$ cat config.mk
export PLATFORM = sky130hd
export DESIGN_NAME = alu32_selftest
export DESIGN_NICKNAME = d
export VERILOG_FILES = /design/src/rtl/alu32_selftest.sv
export SDC_FILE = /design/constraint.sdc
export NUM_CORES = 1
export LEC_CHECK = 0
export CAP_MARGIN = 10
export CORE_MARGIN = 2
export CORE_UTILIZATION = 43
export CTS_CLUSTER_DIAMETER = 80
export DETAILED_ROUTE_END_ITERATION = 7
export GPL_TIMING_DRIVEN = 0
export PLACE_DENSITY = 0.81
export SETUP_SLACK_MARGIN = 0.5
export SYNTH_ARGS = -nofsm -noshare
export SYNTH_HDL_FRONTEND = slang
export SYNTH_SLANG_ARGS = --single-unit
export TNS_END_PERCENT = 30
$ cat constraint.sdc
create_clock -name clk -period 2.81 [get_ports clk]
set_clock_uncertainty 0.05 [all_clocks]
set_input_delay 0.562 -clock clk [delete_from_list [all_inputs] [get_ports clk]]
set_output_delay 0.562 -clock clk [all_outputs]
set_load 0.01 [all_outputs]
$ cat src/rtl/alu32_selftest.sv
// Built-in self-test sequencer for a 32-bit ALU. It walks an 8-entry vector table,
// holds each vector for SETTLE_CYCLES+1 cycles, then checks y, zero and overflow.
module alu32_selftest #(
    parameter int SETTLE_CYCLES = 1,
    parameter bit STOP_ON_FAIL  = 1'b0
) (
    input  logic        clk,
    input  logic        reset,
    input  logic        start,
    output logic [31:0] alu_a,
    output logic [31:0] alu_b,
    output logic [2:0]  alu_f,
    input  logic [31:0] alu_y,
    input  logic        alu_zero,
    input  logic        alu_overflow,
    output logic        busy,
    output logic        done,
    output logic        pass,
    output logic [3:0]  fail_count,
    output logic [2:0]  first_fail,
    output logic [1:0]  state_dbg
);

    // Handshake: start is a level request accepted only in IDLE or DONE (ignored in RUN);
    // done is a level that holds, together with pass/fail_count/first_fail, until the next
    // accepted start or reset.

    typedef enum logic [1:0] {
        st_idle = 2'd0,
        st_run  = 2'd1,
        st_done = 2'd2
    } state_t;

    typedef struct packed {
        logic [31:0] a;
        logic [31:0] b;
        logic [2:0]  f;
        logic [31:0] y;
        logic        zero;
        logic        ovf;
        logic        ovf_care;
    } vec_t;

    localparam logic [3:0] settle_max = 4'(SETTLE_CYCLES);

    function automatic vec_t mk(input logic [31:0] a, input logic [31:0] b,
                                input logic [2:0] f, input logic [31:0] y,
                                input logic zero, input logic ovf);
        vec_t v;
        v.a        = a;
        v.b        = b;
        v.f        = f;
        v.y        = y;
        v.zero     = zero;
        v.ovf      = ovf;
        // Overflow is only meaningful for ADD and SUB.
        v.ovf_care = (f == 3'b010) || (f == 3'b110);
        return v;
    endfunction

    function automatic vec_t vec_at(input logic [2:0] i);
        vec_t v;
        case (i)
            3'd0:    v = mk(32'd1,        32'd2,        3'b010, 32'd3,        1'b0, 1'b0);
            3'd1:    v = mk(32'd150000,   32'd5555,     3'b010, 32'd155555,   1'b0, 1'b0);
            3'd2:    v = mk(32'd128,      32'd128,      3'b110, 32'd0,        1'b1, 1'b0);
            3'd3:    v = mk(32'h40000000, 32'h40000000, 3'b010, 32'h80000000, 1'b0, 1'b1);
            3'd4:    v = mk(32'd1,        32'd2,        3'b110, 32'hFFFFFFFF, 1'b0, 1'b0);
            3'd5:    v = mk(32'hF0F0F0F0, 32'h0FF00FF0, 3'b000, 32'h00F000F0, 1'b0, 1'b0);
            3'd6:    v = mk(32'hF0000000, 32'h0000000F, 3'b001, 32'hF000000F, 1'b0, 1'b0);
            default: v = mk(32'd5,        32'd7,        3'b111, 32'd1,        1'b0, 1'b0);
        endcase
        return v;
    endfunction

    state_t      state, state_n;
    logic [2:0]  idx, idx_n;
    logic [3:0]  cnt, cnt_n;
    vec_t        drv, drv_n;
    logic        busy_n, done_n, pass_n;
    logic [3:0]  fail_count_n;
    logic [2:0]  first_fail_n;
    logic        mismatch;

    // The driven vector and its expected results live in one register so the compare
    // always uses the expectation that belongs to what is on the ALU inputs.
    assign alu_a     = drv.a;
    assign alu_b     = drv.b;
    assign alu_f     = drv.f;
    assign state_dbg = state;

    always_comb begin
        state_n      = state;
        idx_n        = idx;
        cnt_n        = cnt;
        drv_n        = drv;
        busy_n       = busy;
        done_n       = done;
        pass_n       = pass;
        fail_count_n = fail_count;
        first_fail_n = first_fail;
        mismatch     = (alu_y != drv.y) || (alu_zero != drv.zero) ||
                       (drv.ovf_care && (alu_overflow != drv.ovf));

        case (state)
            st_idle, st_done: begin
                if (start) begin
                    state_n      = st_run;
                    idx_n        = 3'd0;
                    cnt_n        = 4'd0;
                    drv_n        = vec_at(3'd0);
                    busy_n       = 1'b1;
                    done_n       = 1'b0;
                    pass_n       = 1'b0;
                    fail_count_n = 4'd0;
                    first_fail_n = 3'd0;
                end
            end
            st_run: begin
                if (cnt < settle_max) begin
                    cnt_n = cnt + 4'd1;
                end else begin
                    cnt_n = 4'd0;
                    if (mismatch) begin
                        if (fail_count != 4'd8) fail_count_n = fail_count + 4'd1;
                        if (fail_count == 4'd0) first_fail_n = idx;
                    end
                    if ((idx == 3'd7) || (STOP_ON_FAIL && mismatch)) begin
                        state_n = st_done;
                        drv_n   = '0;
                        busy_n  = 1'b0;
                        done_n  = 1'b1;
                        pass_n  = (fail_count_n == 4'd0);
                    end else begin
                        idx_n = idx + 3'd1;
                        drv_n = vec_at(idx + 3'd1);
                    end
                end
            end
            default: state_n = st_idle;
        endcase
    end

    always_ff @(posedge clk) begin
        if (reset) begin
            state      <= st_idle;
            idx        <= 3'd0;
            cnt        <= 4'd0;
            drv        <= '0;
            busy       <= 1'b0;
            done       <= 1'b0;
            pass       <= 1'b0;
            fail_count <= 4'd0;
            first_fail <= 3'd0;
        end else begin
            state      <= state_n;
            idx        <= idx_n;
            cnt        <= cnt_n;
            drv        <= drv_n;
            busy       <= busy_n;
            done       <= done_n;
            pass       <= pass_n;
            fail_count <= fail_count_n;
            first_fail <= first_fail_n;
        end
    end

endmodule

== Word level (Yosys, flattened, before mapping) ==
Cells that the tools add are included.

* Multiplexer cells: 37
* Add/subtract/negate cells: 3
* $lt $le $gt $ge: 1
* Equal/unequal tests: 19
* Reduce and logical (&&, ||, !) cells: 15

{| class="wikitable"
|+ Operators with widths
! kind !! count
|-
| 102-bit one-hot mux with 7 select lines || 1
|-
| 102-bit 2-to-1 mux || 3
|-
| 102-bit one-hot mux with 2 select lines || 1
|-
| 32-bit != test || 1
|-
| 4-bit 2-to-1 mux || 7
|-
| 3-bit 2-to-1 mux || 6
|-
| 4-bit one-hot mux with 2 select lines || 2
|-
| 3-bit == test (second input constant) || 4
|-
| 2-bit != test (second input constant) || 6
|-
| 3-bit one-hot mux with 2 select lines || 2
|-
| 4-bit by 1-bit adder with 4-bit output (second input constant) || 2
|-
| 4-bit zero test || 2
|-
| 1-bit 2-to-1 mux || 8
|-
| 4-bit AND reduction || 2
|-
| 3-bit by 2-bit == test with 1-bit output (second input constant) || 2
|-
| 2-bit 2-to-1 mux || 3
|-
| 1-bit one-hot mux with 2 select lines || 3
|-
| 3-bit AND reduction || 2
|-
| 5-bit AND reduction || 1
|-
| 4-bit by 1-bit < comparator with 1-bit output (second input constant) || 1
|-
| 4-bit != test (second input constant) || 1
|-
| 2-bit one-hot mux with 2 select lines || 1
|-
| 3-bit by 1-bit adder with 3-bit output (second input constant) || 1
|-
| 3-bit by 1-bit == test with 1-bit output (second input constant) || 1
|-
| other kinds (10) || 12
|}

* Output and inout port bits: 79
* Register bits: 121
* Word-level logic and storage cells: 90
* Input port bits: 37

== Longest topological paths before layout ==
Gate-level depths: netlist of run 1.

* Depth in word-level cells: 10
* Depth in mapped cells: 9
* Mapped depth without buffers: 8

== Worst setup path before layout of run 1 ==
No wires, ideal clock.

* Path kind: in2reg
* Start: in alu_y[28]
* End: reg pass
* Data required time: 2.627 ns
* Path slack: 0.576 ns
* Path buffers: 1
* Data arrival time: 2.051 ns
* Cell stages on the path: 7
* Library setup time: 0.133 ns
* Cells stage by stage: or4_1 > a22oi_1 > o2111ai_1 > nor4_2 > buf_4 > mux2i_1 > a211oi_2

* Word-level cells in the longest chain between the ends: 10

{| class="wikitable"
|+ RTL lines
! element !! RTL line !! source
|-
| from (decl) || 13 || <nowiki>input logic [31:0] alu_y,</nowiki>
|-
| 32-bit != test || 102 || <nowiki>mismatch = (alu_y != drv.y) || (alu_zero != drv.zero) ||</nowiki>
|-
| 1-bit logical OR (2 in series) || 102 ||
|-
| 4-bit 2-to-1 mux || 124 || <nowiki>if (mismatch) begin</nowiki>
|-
| 4-bit 2-to-1 mux || 120 || <nowiki>if (cnt < settle_max) begin</nowiki>
|-
| 4-bit 2-to-1 mux || 105 || <nowiki>case (state)</nowiki>
|-
| 4-bit zero test || 133 || <nowiki>pass_n = (fail_count_n == 4'd0);</nowiki>
|-
| 1-bit 2-to-1 mux || 128 || <nowiki>if ((idx == 3'd7) || (STOP_ON_FAIL && mismatch)) begin</nowiki>
|-
| 1-bit 2-to-1 mux || 120 ||
|-
| 1-bit one-hot mux with 2 select lines || 105 ||
|-
| to (signal assigned) || 162 || <nowiki>pass <= pass_n;</nowiki>
|-
| to (decl) || 18 || <nowiki>output logic pass,</nowiki>
|}

No other way between the ends. The select of a mux whose other input is x is not followed.
A chain may end at the register's enable or synchronous reset.

== Worst setup path after layout of run 1 ==
* Start: in alu_y[4]
* End: reg pass

The elaborated chain is that of the path after synthesis.

==> metrics.txt, run 1 <==
synth unique cells=45; RSZ-0062 raised after global routing=true; fraction of registers with async set/reset=0%; drt first pass iters=4; I/O pins=116; chip width=82.9 um; GR Overflow Total=0; Hold EP=alu_b[0]; Power Density=323 nW/um2; I/O Buffers=94; non-filler cells in the finished layout=531; Worst Setup Start Kind=input port; Core Rows=28; final setup margin=0.510 ns; Least-Margin Pin Slew=0.551 ns; pre-CTS WS=-0.124 ns; antenna viol nets, final=0; total power=1.28 mW; Worst Setup End Kind=flop; total wire length=6.63 mm; mapped cell area=2680 um2; sequential share of the synthesized area=32.1%; WL/cell=12.5 um; Area contributors post-synth=dfxtp_1 (32%), buf_4 (19%), ha_1 (4.7%), nor2_1 (4.5%), nand2_1 (3.6%); Final setup viols=0; worst-path maximum fanout=3; Nets=504; Synth top area share=32.1%; register-to-register setup slack=0.51 ns; htree depth=2; Die Area=6880 um2; Clock Latency Late Sink=0.30 ns; Gate Count Post-Synth=334; TritonCTS Sinks=43; Commonest cells post-synth=buf_4 (68), dfxtp_1 (43), nor2_1 (32); YS warnings=0; clock transition at the registers of the reported paths=0.08 ns; DRC errors left=0; Post-synth EDFFs=0; Area growth, synth to finish=48.0%; fin crit period=2.30 ns; max frequency=0.435 GHz; status=finished clean; Hold Slack=0.418 ns; Arrival @ worst endpoint=2.43 ns; most frequent cell after synthesis=buf_4; Hold Path Class=reg -> reg; die height=82.9 um; CTS tree=done; Inst Count DP=523; Yosys top cell by area=dfxtp_1; first-pass GRT wire length=10.8 mm; CP Class=in -> reg; VDD IR-drop max=0.346 mV; ant diodes=0; vias in the first global route=2372; worst r2r path cells=7; GRT Total Usage=18.4%; RePlAce Congestion=0.918; initial antenna violation count=0; Hold Crit Depth=1; hpwl dp=5.06 mm; largest net degree at the start of global routing=20; count of hold-fix buffers inserted at cts=0; Root Buffer=clkbuf_8; FF+latch count, synth=43; worst hold start=alu_b[0]; Max-slew headroom=63.1%; First DRT Iteration DRCs=136; vias per cell=4.89; Initial Utilization=45.0%; Leakage=1.68 nW; max cap viols=0; layout cell share with drive strength beyond 1=22.4%; CP Data Required Time=2.94 ns; CTS Buf Count=5; Final Hold Fails=0; core area=5960 um2; reg-to-reg critical path endpoint=alu_b[0]; Bufs on Longest Clock Path=2; Final period util=81.8%; Worst R2R Start=idx[0]; main flop type after synthesis=dfxtp_1; max-slew violations=0; Syn Area/Cell=8.02 um2; DR vias=2594
-- power breakdown --
part | internal, mW | total, mW | leakage (nW) | switching [mW]
clock network | 0.165 | 0.367 | 0.0361 | 0.202
logic | 0.145 | 0.269 | 1.30 | 0.124
registers | 0.627 | 0.643 | 0.350 | 0.0162
total | 0.937 | 1.28 | 1.68 | 0.342
-- critical path: stages --
cell and delay, ns:
clkdlybuf4s50_1 0.42, or3_1 0.32, a22oi_2 0.20, o2111ai_2 0.14
nor4_2 0.24, buf_4 0.22, mux2i_4 0.24, a211oi_2 0.08
-- routing by layer --
layer  GRT usage, %  part of all wire (%)
met5              0                     0
met4           3.87                  0.90
met3           4.57                   7.1
met2           31.6                    48
met1           23.4                    44
-- stage by stage --
step           setup TNS [ns]  cell area [um2]  util (%)
2_1_floorplan               0             2760         -
3_3_place_gp           -0.103             3790      63.6
3_5_place_dp           -0.124             3790      63.6
4_1_cts                     0             3900      65.5
5_1_grt                     0             3970      66.6
6_report                    0             3970      66.6
-- worst max-delay path by stage --
stage,cells after the start,startpoint,slack (ns),to
floorplan,7,alu_y[28],0.58,pass
global placement,8,alu_y[28],-0.10,pass
detailed placement,8,alu_y[28],-0.12,pass
CTS,8,alu_y[20],0.43,pass
global route,7,idx[0],0.39,alu_b[0]
finish,8,alu_y[4],0.51,pass
-- logic make-up after synthesis --
kind of cell,synth area share [%]
AO/OA/AOI/OAI,15.2
XOR/XNOR,2.29
adder cells (fa/ha/maj),4.67
buffers and inverters,21.7
flip-flops,32.1
multiplexers,1.12
other,0.140
AND/OR/NAND/NOR,22.7
-- registers in the layout, indices dropped and copies added (netlist names) --
| signal | count |
|---|---|
| state_dbg | 2 |
| cnt | 4 |
| alu_a | 4 |
| busy | 1 |
| pass | 1 |
| fail_count | 4 |
| alu_b | 6 |
| alu_f | 3 |
| idx | 3 |
| first_fail | 3 |
| done | 1 |
| drv | 11 |
-- final cells by class --
type                       count  area, um2
fill                         518       1990
inverter                       8       30.0
sequential                    43        865
buffer                        79        553
multi-input combinational    224       1390
tap                           75       93.8
clock buffer                   5       68.8
timing repair buffer          96        956
clock inverter                 1       7.51
-- placed cells by master (no fill, tap or decap), drive strengths merged, types with 8 or more instances in the layout --
cell and n:
a21oi 19, clkdlybuf4s50 77, buf 71, nand3 11, o21ai 14, clkbuf 19
ha 10, nor3 8, dfxtp 43, nand2 26, nor2 32, inv 8
conb 21
-- timing repair --
action,in CTS,in global routing
endpoints found under the setup margin,37,36
setup buffers,2,0
gates resized for setup,19,33
pin swaps,11,17
(Power assumes the default switching activity.)
==> run 2: changes to the inputs <==
==> constraint.sdc (replaced) <==
create_clock -name clk -period 2.2 [get_ports clk]
set_clock_uncertainty 0.05 [all_clocks]
set_input_delay 0.44 -clock clk [delete_from_list [all_inputs] [get_ports clk]]
set_output_delay 0.44 -clock clk [all_outputs]
set_load 0.01 [all_outputs]
==> metrics.txt, run 2 (synthesized netlist as in run 1, its figures left out) <==
status=finished clean (unchanged); core area=5960 um2 (unchanged); Leakage=1.92 nW (was 1.68 nW); largest register by flop count=drv (unchanged); CP Data Required Time=2.34 ns (was 2.94 ns); commonest non-fill, non-tap cell in the layout=buf_4 (was clkdlybuf4s50_1); most frequent cells in the layout=buf_4 (85), clkdlybuf4s50_1 (65), dfxtp_1 (33) (was clkdlybuf4s50_1 (77), buf_4 (68), dfxtp_1 (40)); Final setup viols=0 (unchanged); first-pass GRT wire length=11.6 mm (was 10.8 mm); TritonCTS Sinks=43 (unchanged); Switching Share=26.2% (was 26.8%); chip width=82.9 um (unchanged); max cap viols=0 (unchanged); Die Area=6880 um2 (unchanged); CP Class=in -> reg (unchanged); layout cell share with drive strength beyond 1=36.6% (was 22.4%); Initial Utilization=45.0% (unchanged); Fin Setup TNS=0 ns (unchanged); Arrival @ worst endpoint=2.26 ns (was 2.43 ns); Final Hold Fails=0 (unchanged); Area growth, synth to finish=64.4% (was 48.0%); vias per cell=4.97 (was 4.89); ant diodes=0 (unchanged); Bufs on Longest Clock Path=2 (unchanged); hpwl dp=5.10 mm (was 5.06 mm); VDD IR-drop max=0.364 mV (was 0.346 mV); largest net degree at the start of global routing=13 (was 20); register-to-register setup slack=0.11 ns (was 0.51 ns); Final Util=74.0% (was 66.6%); part of the power in registers=44.3% (was 50.3%); WL/cell=13.9 um (was 12.5 um); GRT Total Usage=20.0% (was 18.4%); Final period util=96.2%; final setup margin=0.0842 ns (was 0.510 ns); htree depth=2 (unchanged); CTS tree=done (unchanged); First DRT Iteration DRCs=181 (was 136); Clock Latency Late Sink=0.30 ns (about the same); GR Overflow Total=0 (unchanged); vias in the first global route=2514 (was 2372); total wire length=7.76 mm (was 6.63 mm); Worst Setup End Kind=flop (unchanged); Core Rows=28 (unchanged); initial antenna violation count=0 (unchanged); total power=1.85 mW (was 1.28 mW); CTS Buf Count=5 (unchanged); RSZ-0062 raised after global routing=true (unchanged); RePlAce Congestion=0.886 (was 0.918); Internal Power=1.37 mW (was 0.937 mW); clock share of power=32.5% (was 28.7%); drt first pass iters=4 (unchanged); Combinational Power Share=23.2% (was 21.0%); antenna viol nets, final=0 (unchanged); I/O pins=116 (unchanged); die height=82.9 um (unchanged); max-slew violations=0 (unchanged); max frequency=0.473 GHz; P_sw=0.486 mW (was 0.342 mW); DRC errors left=0 (unchanged); Nets=528 (was 504); max reg flops=11 (unchanged); clock transition at the registers of the reported paths=0.08 ns (about the same); fin crit period=2.12 ns; I/O Buffers=94 (unchanged); Hold Slack=0.408 ns (was 0.418 ns); pre-CTS WS=-0.627 ns (was -0.124 ns); DR vias=2763 (was 2594); worst-path maximum fanout=3 (unchanged); Worst Setup Start Kind=input port (unchanged); Hold Path Class=reg -> reg (unchanged); Power Density=421 nW/um2 (was 323 nW/um2); Root Buffer=clkbuf_8 (unchanged)
-- run 2: critical path: stages --
cell and delay (ns):
dlygate4sd2_1 0.25, or4_4 0.50, a22oi_2 0.15, o2111ai_2 0.15, nor4_2 0.23, buf_4 0.22
mux2i_4 0.23, a211oi_2 0.08
-- run 2: metal layers --
metal,part of all wire [%],track usage [%],vias to the layer above,wire length [um]
met5,0,0,-,0
met1,41,23.4,1268,3160
met3,6.7,5.07,18,521
li1,-,-,1368,-
met4,1.6,3.58,0,123
met2,51,36.8,109,3950
-- run 2: path summary, 6_finish.rpt --
check,start,depth (start not counted),to
worst max-delay path,alu_y[28],8,pass
worst min-delay path,alu_b[0],1,alu_b[0]
worst max register to register,drv[33],7,pass
worst min register to register,alu_b[0],1,alu_b[0]
-- run 2: layout make-up --
cell class	count	area, um2
multi-input cells	224	1590
fillers	420	1550
repair buffers	120	1130
flip-flops and latches	43	883
plain buffers	79	577
well taps	75	93.8
clock buffers	6	72.6
clock inverters	1	30.0
inverters	8	30.0
-- run 2: power groups by stage --
stage               sequential [mW]  combinational [mW]  clock (mW)
floorplan                     0.836               0.193           0
global placement              0.840               0.333           0
detailed placement            0.841               0.340           0
CTS                           0.822               0.387       0.603
global route                  0.824               0.461       0.626
finish                        0.821               0.430       0.602
-- run 2: repair_timing --
item                                    4_1_cts  5_1_grt
hold buffers                                  0        0
endpoints found under the setup margin       92       97
pin swaps                                    28       24
resized for setup                            81       63
gates cloned                                  1        0
buffers inserted                             16        9
-- run 2: stage by stage --
| step | cell area [um2] | instances |
|---|---|---|
| after CTS | 4190 | 547 |
| after detailed placement | 3840 | 523 |
| after floorplan | 2800 | 354 |
| final | 4410 | 556 |
| after global placement | 3840 | 523 |
| after global routing | 4410 | 556 |
